==> src/rtl/gcd_pkg.sv <==
// Shared types and helpers for the GCD miter scheduler.
package gcd_pkg;

    localparam int unsigned W_DEF = 6;

    typedef enum logic [1:0] {
        IDLE,
        START,
        RUN,
        RESP
    } state_t;

    function automatic int unsigned clog2(input int unsigned n);
        int unsigned r;
        int unsigned v;
        r = 0;
        v = n - 1;
        while (v > 0) begin
            r++;
            v = v >> 1;
        end
        return r;
    endfunction

endpackage

==> src/rtl/rr_arbiter.sv <==
// Combinational round-robin arbiter: one-hot grant to the first request at or after ptr.
module rr_arbiter
    import gcd_pkg::*;
#(
    parameter  int unsigned NREQ = 4,
    localparam int unsigned IW   = clog2(NREQ)
) (
    input  logic [NREQ-1:0] req,
    input  logic [IW-1:0]   ptr,
    output logic [NREQ-1:0] grant
);

    logic [IW-1:0] w_idx;
    logic          w_found;

    always_comb begin
        grant   = '0;
        w_found = 1'b0;
        w_idx   = '0;
        for (int unsigned k = 0; k < NREQ; k++) begin
            w_idx = IW'((32'(ptr) + k) % NREQ);
            if (!w_found && req[w_idx]) begin
                grant[w_idx] = 1'b1;
                w_found      = 1'b1;
            end
        end
    end

endmodule

==> src/rtl/gcd_sched.sv <==
// Shares one gcd_dest_m miter between NREQ requesters: accept, start, watch, respond.
module gcd_sched
    import gcd_pkg::*;
#(
    parameter  int unsigned NREQ = 4,
    parameter  int unsigned W    = W_DEF,
    parameter  int unsigned TMO  = 100,
    localparam int unsigned IW   = clog2(NREQ)
) (
    input  logic              clk,
    input  logic              reset,
    input  logic [NREQ-1:0]   req_valid,
    output logic [NREQ-1:0]   req_ready,
    input  logic [NREQ*W-1:0] req_a,
    input  logic [NREQ*W-1:0] req_b,
    output logic              core_start,
    output logic [W-1:0]      core_ain,
    output logic [W-1:0]      core_bin,
    input  logic [W-1:0]      core_ao1,
    input  logic [W-1:0]      core_bo1,
    input  logic [W-1:0]      core_ao2,
    input  logic [W-1:0]      core_bo2,
    input  logic              core_equiv,
    output logic              rsp_valid,
    input  logic              rsp_ready,
    output logic [IW-1:0]     rsp_id,
    output logic [W-1:0]      rsp_gcd,
    output logic              rsp_mismatch,
    output logic              rsp_timeout,
    output logic [7:0]        fail_cnt
);

    state_t          r_state;
    state_t          w_state_nx;
    logic [IW-1:0]   r_rr_ptr;
    logic [IW-1:0]   r_id;
    logic [W-1:0]    r_a;
    logic [W-1:0]    r_b;
    logic [7:0]      r_cyc_cnt;
    logic            r_mis;

    logic [NREQ-1:0] w_grant;
    logic [IW-1:0]   w_gid;
    logic [W-1:0]    w_a;
    logic [W-1:0]    w_b;
    logic            w_accept;
    logic            w_done;
    logic            w_tmo;
    logic            w_rsp_hs;

    rr_arbiter #(.NREQ(NREQ)) u_arb (
        .req   (req_valid),
        .ptr   (r_rr_ptr),
        .grant (w_grant)
    );

    always_comb begin
        w_a   = '0;
        w_b   = '0;
        w_gid = '0;
        for (int unsigned i = 0; i < NREQ; i++) begin
            if (w_grant[i]) begin
                w_a   = req_a[i*W +: W];
                w_b   = req_b[i*W +: W];
                w_gid = IW'(i);
            end
        end
    end

    assign core_ain = r_a;
    assign core_bin = r_b;

    // req_ready is gated by reset so it reads 0 while reset is held, even with requests pending.
    always_comb begin
        w_state_nx = r_state;
        req_ready  = '0;
        core_start = 1'b0;
        rsp_valid  = 1'b0;
        w_accept   = 1'b0;
        w_rsp_hs   = 1'b0;
        w_done     = (core_bo1 == '0) && (core_bo2 == '0);
        w_tmo      = (r_cyc_cnt == 8'(TMO - 1));
        case (r_state)
            IDLE: begin
                if (reset) req_ready = w_grant;
                w_accept = |req_ready;
                if (w_accept) w_state_nx = START;
            end
            START: begin
                core_start = 1'b1;
                w_state_nx = RUN;
            end
            RUN: begin
                if (w_done || w_tmo) w_state_nx = RESP;
            end
            RESP: begin
                rsp_valid = 1'b1;
                if (rsp_ready) begin
                    w_rsp_hs   = 1'b1;
                    w_state_nx = IDLE;
                end
            end
            default: w_state_nx = IDLE;
        endcase
    end

    always_ff @(posedge clk or negedge reset) begin
        if (!reset) r_state <= IDLE;
        else        r_state <= w_state_nx;
    end

    always_ff @(posedge clk or negedge reset) begin
        if (!reset) begin
            r_rr_ptr     <= '0;
            r_id         <= '0;
            r_a          <= '0;
            r_b          <= '0;
            r_cyc_cnt    <= '0;
            r_mis        <= 1'b0;
            rsp_id       <= '0;
            rsp_gcd      <= '0;
            rsp_mismatch <= 1'b0;
            rsp_timeout  <= 1'b0;
            fail_cnt     <= '0;
        end else begin
            if (w_accept) begin
                r_a  <= w_a;
                r_b  <= w_b;
                r_id <= w_gid;
            end
            if (r_state == START) begin
                r_cyc_cnt <= '0;
                r_mis     <= 1'b0;
            end
            if (r_state == RUN) begin
                r_cyc_cnt <= r_cyc_cnt + 8'd1;
                if (!core_equiv) r_mis <= 1'b1;
                // Completion wins over the watchdog when both land in the same cycle.
                if (w_done) begin
                    rsp_id       <= r_id;
                    rsp_gcd      <= core_ao1;
                    rsp_mismatch <= r_mis | (core_ao1 != core_ao2) | ~core_equiv;
                    rsp_timeout  <= 1'b0;
                end else if (w_tmo) begin
                    rsp_id       <= r_id;
                    rsp_gcd      <= core_ao1;
                    rsp_mismatch <= r_mis;
                    rsp_timeout  <= 1'b1;
                end
            end
            if (w_rsp_hs) begin
                if (r_id == IW'(NREQ - 1)) r_rr_ptr <= '0;
                else                       r_rr_ptr <= r_id + 1'b1;
                if ((rsp_mismatch || rsp_timeout) && (fail_cnt != 8'hFF))
                    fail_cnt <= fail_cnt + 8'd1;
            end
        end
    end

endmodule

==> config.mk <==
export PLATFORM = sky130hd
export DESIGN_NAME = gcd_sched
export DESIGN_NICKNAME = d
export VERILOG_FILES = /design/src/rtl/gcd_pkg.sv /design/src/rtl/rr_arbiter.sv /design/src/rtl/gcd_sched.sv
export SDC_FILE = /design/constraint.sdc
export NUM_CORES = 1
export LEC_CHECK = 0
export ABC_CLOCK_PERIOD_IN_PS = 3400
export BUFFER_PORTS_ARGS = -buffer_cell sky130_fd_sc_hd__buf_4
export CORE_ASPECT_RATIO = 1.25
export CORE_MARGIN = 4
export CORE_UTILIZATION = 42
export DETAILED_ROUTE_END_ITERATION = 10
export PLACE_DENSITY = 0.69
export SLEW_MARGIN = 20
export SYNTH_ARGS = -nofsm -noshare
export SYNTH_HDL_FRONTEND = slang
export SYNTH_SLANG_ARGS = --single-unit
export TNS_END_PERCENT = 5
==> constraint.sdc <==
create_clock -name clk -period 3.4 [get_ports clk]
set_input_delay 0.17 -clock clk [delete_from_list [all_inputs] [get_ports clk]]
set_output_delay 0.17 -clock clk [all_outputs]
set_load 0.01 [all_outputs]
==> results.cfg <==
[outcome]
status = finished, final reports clean

[critical_path]
crit_end = r_state[1]$_DFFE_PN0P_
arrival_ns = 3.33
cp-start-kind = flip-flop
r2r-end = r_state[1]$_DFFE_PN0P_
reg2reg_slack_ns = 0.25
path_max_fanout = 8
startpoint = r_rr_ptr[1]$_DFFE_PN0P_
crit_type = reg2reg
end_kind = flip-flop
required_ns = 3.59
rr_worst_depth = 9
r2r-start = r_rr_ptr[1]$_DFFE_PN0P_

[floorplan]
die_y_um = 98.5
start_util = 0.437
rows = 32
ioPinCount = 116
core-area_sq_um = 6290
die_x_um = 80.4
die_area_sq_um = 7910

[drt]
wl_per_cell_um = 14.9
num_vias = 2579
firstDrtPassIters = 4
drc = 0
wirelength_mm = 7.25
drtIter0Drc = 78
ant_nets = 0
drt-vias-per-instance = 5.32

[power_and_ir_drop]
finalPower_mw = 3.01
peakVddDrop_v = 0.000312
leakagePower_nw = 1.95
power_density_nw_per_um2 = 784

[synth]
yosys.area_share.simple = 0.188
syn_inst = 278
synth_area_leaders = dfrtp_1 (41%), ha_1 (5.9%), mux2_2 (4.5%)
seq_area_frac_synth = 0.410
ys.flop_type = dfrtp_1
syn_nets = 371
async_flop_share = 1.00
post-synth-top-area-fraction = 0.410
synth_xor_area_frac = 0.0446
synth_area_sq_um = 2750
synth_edf_count = 0
syn_area_per_cell_sq_um = 9.89
synthAdderAreaFrac = 0.0592
synthMuxAreaShare = 0.0815
yosysTopAreaCell = dfrtp_1
synth_top_family_by_area = simple AND/OR/NAND/NOR gates
yosys_warnings = 0
synth_seq_cells = 45
synthDistinctLibCells = 42
synth_compound_gate_area_share = 0.181

[placement]
dp_hpwl_mm = 5.78
numPortBuffers = 115
place_ws_ns = 0.272
place.gp.congestion = 0.804
postPlaceCellArea_sq_um = 3740

[sta]
rsz0062_at_grt = no
whs_ns = 0.0591
finalCritPeriodShare = 0.925
finalMaxSlewViolations = 0
fin_crit_ns = 3.15
hold_viol = 0
setup_viol_count_final = 0
finClkSkew_ns = 0.00925
fmax_mhz = 318
worstMarginPinSlew_ns = 0.586
tns_ns = 0
setup_ws_ns = 0.254
slew_headroom = 0.609

[clocking]
post_cts_resized = 0
post_cts_buffers = 0
cts_buffer_depth = 2
ctsHoldBuffers = 1
cts_sinks = 45
cts_tree = built
htreeDepth = 2
insertion_delay_ns = 0.30
cts_made_buffers = 5
cts_root_buf = clkbuf_8
clk_pin_slew_ns = 0.08

[finish]
final_area_sq_um = 3840
nFillCells = 573
final_net_count = 493
area_growth_pct = 39.7
antenna_cells = 0
final_layout_size_suffix_gt1_frac = 0.388

[global_routing]
grt.total_usage = 0.188
antenna_found_initial = 0
grt-ovfl-total = 0
grt_pass1_vias = 2546
grt_pass1_wl_mm = 11.8
grt_max_degree = 47

[flow_run]
max-cap-violations = 0

[worst_hold_path]
hold_class = in2reg
[critical path: stages, from the launching register on]
cell and delay (ns):
dfrtp_1 0.50, inv_1 0.10, ha_1 0.33, mux4_2 0.60
nand2_1 0.10, o21ai_0 0.11, a221oi_2 0.48, a41oi_1 0.24
o21ai_1 0.22, mux2_2 0.35
[Yosys cell counts (4+ instances only)]
library cell	count
inv_1	9
nor4_1	4
xor2_1	6
dfrtp_1	45
xnor2_1	8
o22ai_1	13
nand2_1	31
mux2_2	11
a31oi_1	13
o21ai_0	10
ha_1	13
clkbuf_1	4
mux4_2	4
a21o_1	12
buf_2	4
and3_1	16
a21oi_1	6
nor2_1	29
nand3_1	5
[metrics by stage]
stage          instances   util
3_3_place_gp         477  0.595
4_1_cts              485  0.611
5_1_grt              485  0.611
3_5_place_dp         477  0.595
2_1_floorplan        278      -
6_report             485  0.611
[flip-flops by register name (all words and copies together) (netlist names)]
name	count
r_mis	1
rsp_id	2
r_rr_ptr	2
r_state	2
core_bin	6
rsp_mismatch	1
r_id	2
rsp_gcd	6
r_cyc_cnt	8
core_ain	6
fail_cnt	8
rsp_timeout	1
[report_power, final]
group          leakage [nW]  switching, mW  internal, mW
registers             0.581         0.0943         0.668
logic                  1.33           1.04         0.867
clock network        0.0433          0.176         0.161
[cell usage in the layout (no fill, tap or decap), types with 2 or more instances in the layout]
cell	netlist	routed
buf_4	1	124
dfrtp_1	45	45
nand2_1	31	31
nor2_1	29	29
and3_1	16	16
o22ai_1	13	13
a31oi_1	13	13
ha_1	13	13
a21o_1	12	12
mux2_2	11	11
o21ai_0	10	10
inv_1	9	9
xnor2_1	8	8
a21oi_1	6	6
xor2_1	6	6
clkbuf_8	0	6
nand3_1	5	5
mux4_2	4	4
nor4_1	4	4
a221oi_2	3	3
nor2b_1	3	3
nand4_1	3	3
o31ai_1	3	3
a221o_1	2	2
or3_1	2	2
a22o_1	2	2
[metal layers]
metal,vias up,routed length (um),global-route usage
met3,14,621,0.0457
met1,1194,2790,0.223
li1,1265,-,-
met2,106,3700,0.327
met5,-,0,0
met4,0,139,0.0663
[kinds of logic after synthesis]
group,Yosys count
flip-flops,45
AND/OR/NAND/NOR,101
XOR/XNOR,14
multiplexers,16
buffers and inverters,20
adder cells (fa/ha/maj),13
AO/OA/AOI/OAI,69
[worst min path at each step]
stage,from,end,cells past startpoint
after global placement,reset,core_bin[0]$_DFFE_PN0P_,2
after global routing,core_equiv,r_mis$_DFF_PN0_,2
after CTS,core_equiv,r_mis$_DFF_PN0_,2
after detailed placement,reset,core_bin[0]$_DFFE_PN0P_,2
final,core_equiv,r_mis$_DFF_PN0_,2
after floorplan,reset,core_ain[0]$_DFFE_PN0P_,0
[cell type report]
cell class / instances / area (sq um) / share of cell area
Clock buffer: 6 / 82.6 / 0.0215
Clock inverter: 1 / 7.51 / 0.00195
Inverter: 9 / 33.8 / 0.00879
Multi-Input combinational cell: 213 / 1520 / 0.397
Sequential cell: 45 / 1130 / 0.293
Tap cell: 85 / 106 / 0.0277
Timing Repair Buffer: 126 / 961 / 0.250
No activity file was read; power rests on OpenSTA's default activity.
